[src/rtl/ro_rx_demux.sv]
// Readout-bus receiver: tracks the transmit-side gray counter, captures the
// shared event lines of the active core, and queues tagged events in a FIFO.
module ro_rx_demux #(
   parameter int CW    = 19,
   parameter int DEPTH = 4
) (
   input  logic          clk_master,
   input  logic          reset,
   input  logic          sync,
   input  logic          rd_eve,
   input  logic          rd_pol_eve,
   input  logic          out_ready,
   input  logic          ovf_clr,
   output logic          out_valid,
   output logic [4:0]    out_chan,
   output logic          out_eve,
   output logic          out_pol_eve,
   output logic [CW-1:0] out_ts,
   output logic          overflow
);

   localparam int            AW       = (DEPTH > 1) ? $clog2(DEPTH) : 1;
   localparam logic [CW-1:0] CNT_ONE  = CW'(1);
   localparam logic [AW-1:0] PTR_ONE  = AW'(1);
   localparam logic [AW:0]   FILL_ONE = (AW+1)'(1);
   localparam logic [AW:0]   FILL_MAX = (AW+1)'(DEPTH);

   // Gray bit that toggles when the counter reaches v: lowest set bit of v,
   // or the top channel when v wrapped to zero.
   function automatic logic [4:0] chan_of(input logic [CW-1:0] v);
      logic [4:0] k;
      k = 5'(CW-1);
      for (int i = CW-1; i >= 0; i--) begin
         if (v[i]) begin
            k = 5'(i);
         end
      end
      return k;
   endfunction

   logic [CW-1:0] cnt_r;
   logic          cap_eve_r;
   logic          cap_pol_r;
   logic [4:0]    cap_k_r;
   logic [CW-1:0] cap_ts_r;

   logic [4:0]    mem_k_r   [DEPTH];
   logic          mem_eve_r [DEPTH];
   logic          mem_pol_r [DEPTH];
   logic [CW-1:0] mem_ts_r  [DEPTH];
   logic [AW-1:0] rd_ptr_r;
   logic [AW-1:0] wr_ptr_r;
   logic [AW:0]   fill_r;
   logic          ovf_r;

   logic          valid_s;
   logic          full_s;
   logic          push_s;
   logic          pop_s;
   logic          wr_en_s;
   logic          drop_s;

   // Local copy of the transmit counter; sync realigns it to zero.
   always_ff @(posedge clk_master or posedge reset) begin
      if (reset) begin
         cnt_r <= {CW{1'b0}};
      end else if (sync) begin
         cnt_r <= {CW{1'b0}};
      end else begin
         cnt_r <= cnt_r + CNT_ONE;
      end
   end

   // Bus lines are stable mid high-phase, so sample them on the falling edge
   // together with the channel and timestamp of the count just entered.
   always_ff @(negedge clk_master or posedge reset) begin
      if (reset) begin
         cap_eve_r <= 1'b0;
         cap_pol_r <= 1'b0;
         cap_k_r   <= 5'd0;
         cap_ts_r  <= {CW{1'b0}};
      end else begin
         cap_eve_r <= rd_eve;
         cap_pol_r <= rd_pol_eve;
         cap_k_r   <= chan_of(cnt_r);
         cap_ts_r  <= cnt_r;
      end
   end

   // FIFO handshake decode; a pop frees the slot a same-edge push needs.
   always_comb begin
      valid_s = (fill_r != {(AW+1){1'b0}});
      full_s  = (fill_r == FILL_MAX);
      push_s  = cap_eve_r | cap_pol_r;
      pop_s   = valid_s & out_ready;
      wr_en_s = push_s & (~full_s | pop_s);
      drop_s  = push_s & full_s & ~pop_s;
   end

   // FIFO storage, pointers and occupancy.
   always_ff @(posedge clk_master or posedge reset) begin
      if (reset) begin
         rd_ptr_r <= {AW{1'b0}};
         wr_ptr_r <= {AW{1'b0}};
         fill_r   <= {(AW+1){1'b0}};
         for (int i = 0; i < DEPTH; i++) begin
            mem_k_r[i]   <= 5'd0;
            mem_eve_r[i] <= 1'b0;
            mem_pol_r[i] <= 1'b0;
            mem_ts_r[i]  <= {CW{1'b0}};
         end
      end else begin
         if (wr_en_s) begin
            mem_k_r[wr_ptr_r]   <= cap_k_r;
            mem_eve_r[wr_ptr_r] <= cap_eve_r;
            mem_pol_r[wr_ptr_r] <= cap_pol_r;
            mem_ts_r[wr_ptr_r]  <= cap_ts_r;
            wr_ptr_r            <= wr_ptr_r + PTR_ONE;
         end
         if (pop_s) begin
            rd_ptr_r <= rd_ptr_r + PTR_ONE;
         end
         case ({wr_en_s, pop_s})
            2'b10:   fill_r <= fill_r + FILL_ONE;
            2'b01:   fill_r <= fill_r - FILL_ONE;
            default: fill_r <= fill_r;
         endcase
      end
   end

   // Sticky overflow; a drop in the clearing cycle keeps it set.
   always_ff @(posedge clk_master or posedge reset) begin
      if (reset) begin
         ovf_r <= 1'b0;
      end else if (drop_s) begin
         ovf_r <= 1'b1;
      end else if (ovf_clr) begin
         ovf_r <= 1'b0;
      end else begin
         ovf_r <= ovf_r;
      end
   end

   // Head entry presented straight from storage; zeros while empty.
   always_comb begin
      out_valid   = valid_s;
      overflow    = ovf_r;
      out_chan    = 5'd0;
      out_eve     = 1'b0;
      out_pol_eve = 1'b0;
      out_ts      = {CW{1'b0}};
      if (valid_s) begin
         out_chan    = mem_k_r[rd_ptr_r];
         out_eve     = mem_eve_r[rd_ptr_r];
         out_pol_eve = mem_pol_r[rd_ptr_r];
         out_ts      = mem_ts_r[rd_ptr_r];
      end else begin
         out_chan    = 5'd0;
         out_eve     = 1'b0;
         out_pol_eve = 1'b0;
         out_ts      = {CW{1'b0}};
      end
   end

endmodule

[config.mk]
export PLATFORM = sky130hd
export DESIGN_NAME = ro_rx_demux
export DESIGN_NICKNAME = d
export VERILOG_FILES = /design/src/rtl/ro_rx_demux.sv
export SDC_FILE = /design/constraint.sdc
export NUM_CORES = 1
export LEC_CHECK = 0
export BUFFER_PORTS_ARGS = -buffer_cell sky130_fd_sc_hd__buf_2
export CAP_MARGIN = 20
export CORE_ASPECT_RATIO = 1.5
export CORE_UTILIZATION = 40
export CTS_CLUSTER_DIAMETER = 80
export DETAILED_ROUTE_END_ITERATION = 12
export PLACE_DENSITY = 0.6
export SYNTH_ARGS = -nofsm -noshare
export SYNTH_HDL_FRONTEND = slang
export SYNTH_SLANG_ARGS = --single-unit
[constraint.sdc]
create_clock -name clk_master -period 5.5 [get_ports clk_master]
set_clock_uncertainty 0.2 [all_clocks]
set_input_delay 0.55 -clock clk_master [delete_from_list [all_inputs] [get_ports clk_master]]
set_output_delay 0.55 -clock clk_master [all_outputs]
set_load 0.005 [all_outputs]
### Word-level counts from Yosys, hierarchy flattened

Index checks and enable logic that the tools add are counted.

| storage, ports and cells | value |
|---|---|
| register bits | 157 |
| input bits | 7 |
| output and inout port bits | 28 |

| cells by class | value |
|---|---|
| bitwise gates (word level) | 10 |
| magnitude comparators | 3 |
| add/sub/neg operators | 5 |
| reduce and logical (&&, ||, !) cells | 4 |
| muxes and demuxes | 48 |
| equal/unequal tests | 3 |

Operator list:

| operator | number |
|---|---|
| $mux 5 | 21 |
| $mux 19 | 5 |
| $bwmux 76 | 1 |
| $bmux 19 s2 | 1 |
| $demux 19 s2 | 1 |
| $bwmux 20 | 1 |
| $add 19x1->19 const B | 1 |
| $bmux 5 s2 | 1 |
| $demux 5 s2 | 1 |
| $mux 1 | 9 |
| $bwmux 4 | 2 |
| $ge 3x3->1 const B | 2 |
| $not 2->3 | 2 |
| $pmux 3 s2 | 1 |
| $add 2x1->2 const B | 2 |
| $and 1x1->1 | 4 |
| $bmux 1 s2 | 2 |
| $reduce_bool 2->1 | 2 |
| $add 3x1->3 const B | 1 |
| $eq 3x3->1 const B | 1 |
| $lt 3x1->1 const B | 1 |
| $reduce_bool 3->1 | 1 |
| $sub 3x1->3 const B | 1 |
| $demux 1 s2 | 1 |
| other kinds (6) | 8 |

### Logic depth before layout (Yosys ltp)

| depth | value |
|---|---|
| depth after elaboration | 18 |
| gate-level depth with buffers | 7 |
| mapped depth without buffers | 6 |

==> out/metrics.sh <==
STATUS='complete, no violations'
GRT_MAX_DEGREE=83
CP_NUM_CELLS=6
CORE-AREA_MM2=0.0169
CTSHTREEMAXLEVEL=4
ANT_NETS=0
REPORT.POWER.TOTAL_mW=3.57
WIRE_PER_INST_UM=17.7
CTS.SINKS=157
CRITICAL-PATH-TOP-DELAY-FAMILY='simple AND/OR/NAND/NOR gates'
ANTENNA_VIOLATIONS_BEFORE_REPAIR=0
BUFFER_PORTS.INSERTED=34
GLOBALROUTE.TOTALOVERFLOW=0
FF2FF_SETUP_SLACK_NS=0.48
POWER-PER-CELL-AREA_mW_PER_MM2=450
CRITPATHBUFINV=0
SYNTH.YOSYS.SEQ_AREA_SHARE_PCT=56.1
NETLIST_INSTANCES=486
CTS_MAX_PATH_BUFFERS=2
FLIP_FLOP_CELL_WITH_THE_HIGHEST_COUNT_AFTER_SYNTHESIS='sky130_fd_sc_hd__dfrtp_1'
TRITONCTS='done'
FINAL-SETUP-VIOL-COUNT=0
PATH_CELLS='nor2_1 > nand3_1 > fa_1 > nor2b_1 > a21oi_1 > o221a_2'
YS_WARN_COUNT=0
SYNTH.AVG_CELL_AREA_UM2=14.4
CORE.ROWCOUNT=58
POST_SYNTH_NUM_CELL_TYPES=46
ASYNC_FLOP_SHARE_PCT=100
DRT_WL_TOTAL_MM=13.2
P_LEAK_nW=3.75
CTS_BUFS_INSERTED=17
ROUTED-VIA-COUNT=3965
WORST_SETUP_PATH_END_KIND='flip-flop'
DIE_AREA_MM2=0.0180
CTS_RESIZED=0
REGTOREGSTARTPOINT='cap_pol_r'
CP_MAX_STAGE_CELL='sky130_fd_sc_hd__fa_1'
DR.PASS1.ITERS=4
TIMING.SLEW.HEADROOM_PCT=29.5
WORST_EP_REQUIRED_TIME_NS=5.60
WORST_PIN_SLEW_NS=1.06
WORST_VDD_IR_uV=284
INSERTEDDIODECOUNT=0
DETAILED_ROUTER_S_FIRST_ITERATION_VIOLATION_COUNT=210
WORST-SETUP-PATH-TYPE='flip-flop to flip-flop'
RSZ0062_AT_GRT='false'
SYNTH_ENABLE_FLOP_CELLS=0
HOLD_PATH.CLASS='primary input to flip-flop'
POSTLAYOUTSETUPSLACKWORST_NS=0.480
CRIT_PATH_START='cap_pol_r'
FINAL_LAYOUT_SIZE_SUFFIX_GT1_SHARE_PCT=38.9
EFFECTIVE_UTILIZATION_AT_FLOORPLAN_PCT=41.4
R2R.WORST_PATH.CELLS=6
TIMING.FINAL.MAX_SLEW_VIOLATIONS=0
SYNTHESIZED_NETS=499
CTS_ROOT_BUF='sky130_fd_sc_hd__clkbuf_16'
LAYOUT.CELLS.MOST_COMMON='sky130_fd_sc_hd__dfrtp_1'
MOST-COMMON-LAYOUT-CELLS='sky130_fd_sc_hd__dfrtp_1, sky130_fd_sc_hd__mux2_2, sky130_fd_sc_hd__buf_2'
GLOBAL_ROUTE_WIRE_LENGTH_BEFORE_REPAIR_MM=21.9
CLOCK_TRANSITION_AT_PATH_REGS_NS=0.06
HORIZ_DIE_DIM_UM=110
SYNTH_AREA_MM2=0.00700
CRITICAL_PATH.MAX_STAGE_DELAY_NS=0.49
GP_ROUTABILITY_CONGESTION=0.777
VIAS_IN_THE_FIRST_GLOBAL_ROUTE=4209
CRITPATHCAPTURE='fill_r[2]'
FINALSETUPTNS_NS=0
CP_MAX_FO=7
PIN_COUNT=35
HOLD_VIOL_FINAL=0
FIN_HOLD_WS_NS=0.125
GRT_USAGE_PCT=16.3
DRC_ERRORS=0
INSERTION_DELAY_NS=0.42
FLOORPLAN.DIE.HEIGHT_UM=164
POSTSYNTHREGISTERBITS=157
R2R_END='fill_r[2]'
CP.ARRIVAL_NS=5.13
MAXCAPVIOLATIONS=0
LAYOUT-AREA-OVERHEAD-VS-SYNTH_PCT=13.4
DETAIL_ROUTE.VIAS_PER_CELL=5.32
START_KIND='flip-flop'
PLACE_HPWL_MM=8.54
FIN_NETS=535
DP_WORST_SETUP_SLACK_NS=0.480
-- layer usage --
layer  vias to the layer above  track usage (%)  share of wire [%]
li1                       1817                -                  -
met1                      2090             20.5                 44
met2                        46             27.9                 53
met3                        12             2.90                1.8
met4                         0             5.82                1.2
met5                         -                0                  0
-- per-stage QoR --
stage / instance area, um2 / utilization (%) / std cells
3_5_place_dp: 7300 / 43.2 / 712
3_3_place_gp: 7300 / 43.2 / 712
5_1_grt: 7940 / 46.9 / 745
6_report: 7940 / 46.9 / 745
4_1_cts: 7940 / 46.9 / 745
2_1_floorplan: 7000 / - / 486
-- worst min path at each step --
stage	start	end	slack [ns]	depth (start not counted)
floorplan	mem_ts_r[30]	mem_ts_r[30]	0.26	1
global placement	mem_ts_r[30]	mem_ts_r[30]	0.27	1
detailed placement	reset	fill_r[2]	0.28	2
CTS	ovf_clr	overflow	0.11	2
global route	ovf_clr	overflow	0.11	2
finish	ovf_clr	overflow	0.13	2
-- logic make-up after synthesis --
logic type,synth area share [%]
XOR/XNOR,1.75
buffers and inverters,3.50
adder cells (fa/ha/maj),1.18
multiplexers,25.3
flip-flops,56.1
AND/OR/NAND/NOR,8.92
AO/OA/AOI/OAI,3.27
-- synthesized netlist by cell type, drive strengths merged, types with 7 or more instances --
cell | instances | share of area, %
a21oi | 12 | 0.86
and2 | 26 | 2.3
buf | 17 | 2.4
clkbuf | 7 | 0.38
dfrtn | 26 | 9.3
dfrtp | 131 | 47
inv | 13 | 0.70
mux2 | 105 | 17
mux4 | 26 | 8.4
nand2 | 12 | 1.6
nand3 | 10 | 0.71
nor2 | 23 | 1.2
o21ai | 12 | 0.86
or3 | 7 | 0.63
xnor2 | 10 | 1.3
-- power by group --
part           switching [mW]  total [mW]  internal, mW
combinational           0.434       0.897         0.463
clock                   0.472        1.23         0.758
sequential              0.145        1.45          1.30
-- state kept, by name (all words and copies together), names as in the netlist, 3 cells and up --
name	cells
fill_r	3
mem_eve_r	4
cnt_r	19
mem_k_r	20
mem_pol_r	4
mem_ts_r	76
cap_k_r	5
cap_ts_r	19
-- worst reg2reg max path, stage by stage (launching register included) --
cell	delay [ns]
sky130_fd_sc_hd__dfrtn_1	0.42
sky130_fd_sc_hd__nor2_1	0.43
sky130_fd_sc_hd__nand3_1	0.16
sky130_fd_sc_hd__fa_1	0.49
sky130_fd_sc_hd__nor2b_1	0.15
sky130_fd_sc_hd__a21oi_1	0.07
sky130_fd_sc_hd__o221a_2	0.27
-- what timing repair did --
action,CTS,global route
hold buffers,1,0
buffers inserted,0,0
endpoints found under the hold margin,4,0
-- cell type report --
type / instances / area, um2
sequential: 157 / 3930
multi-input combinational: 292 / 2830
clock buffer: 21 / 470
inverter: 13 / 52.6
fill: 1471 / 8970
timing repair buffer: 41 / 238
tap: 210 / 263
clock inverter: 11 / 154
Note: power is estimated with default switching activity, not from simulation.
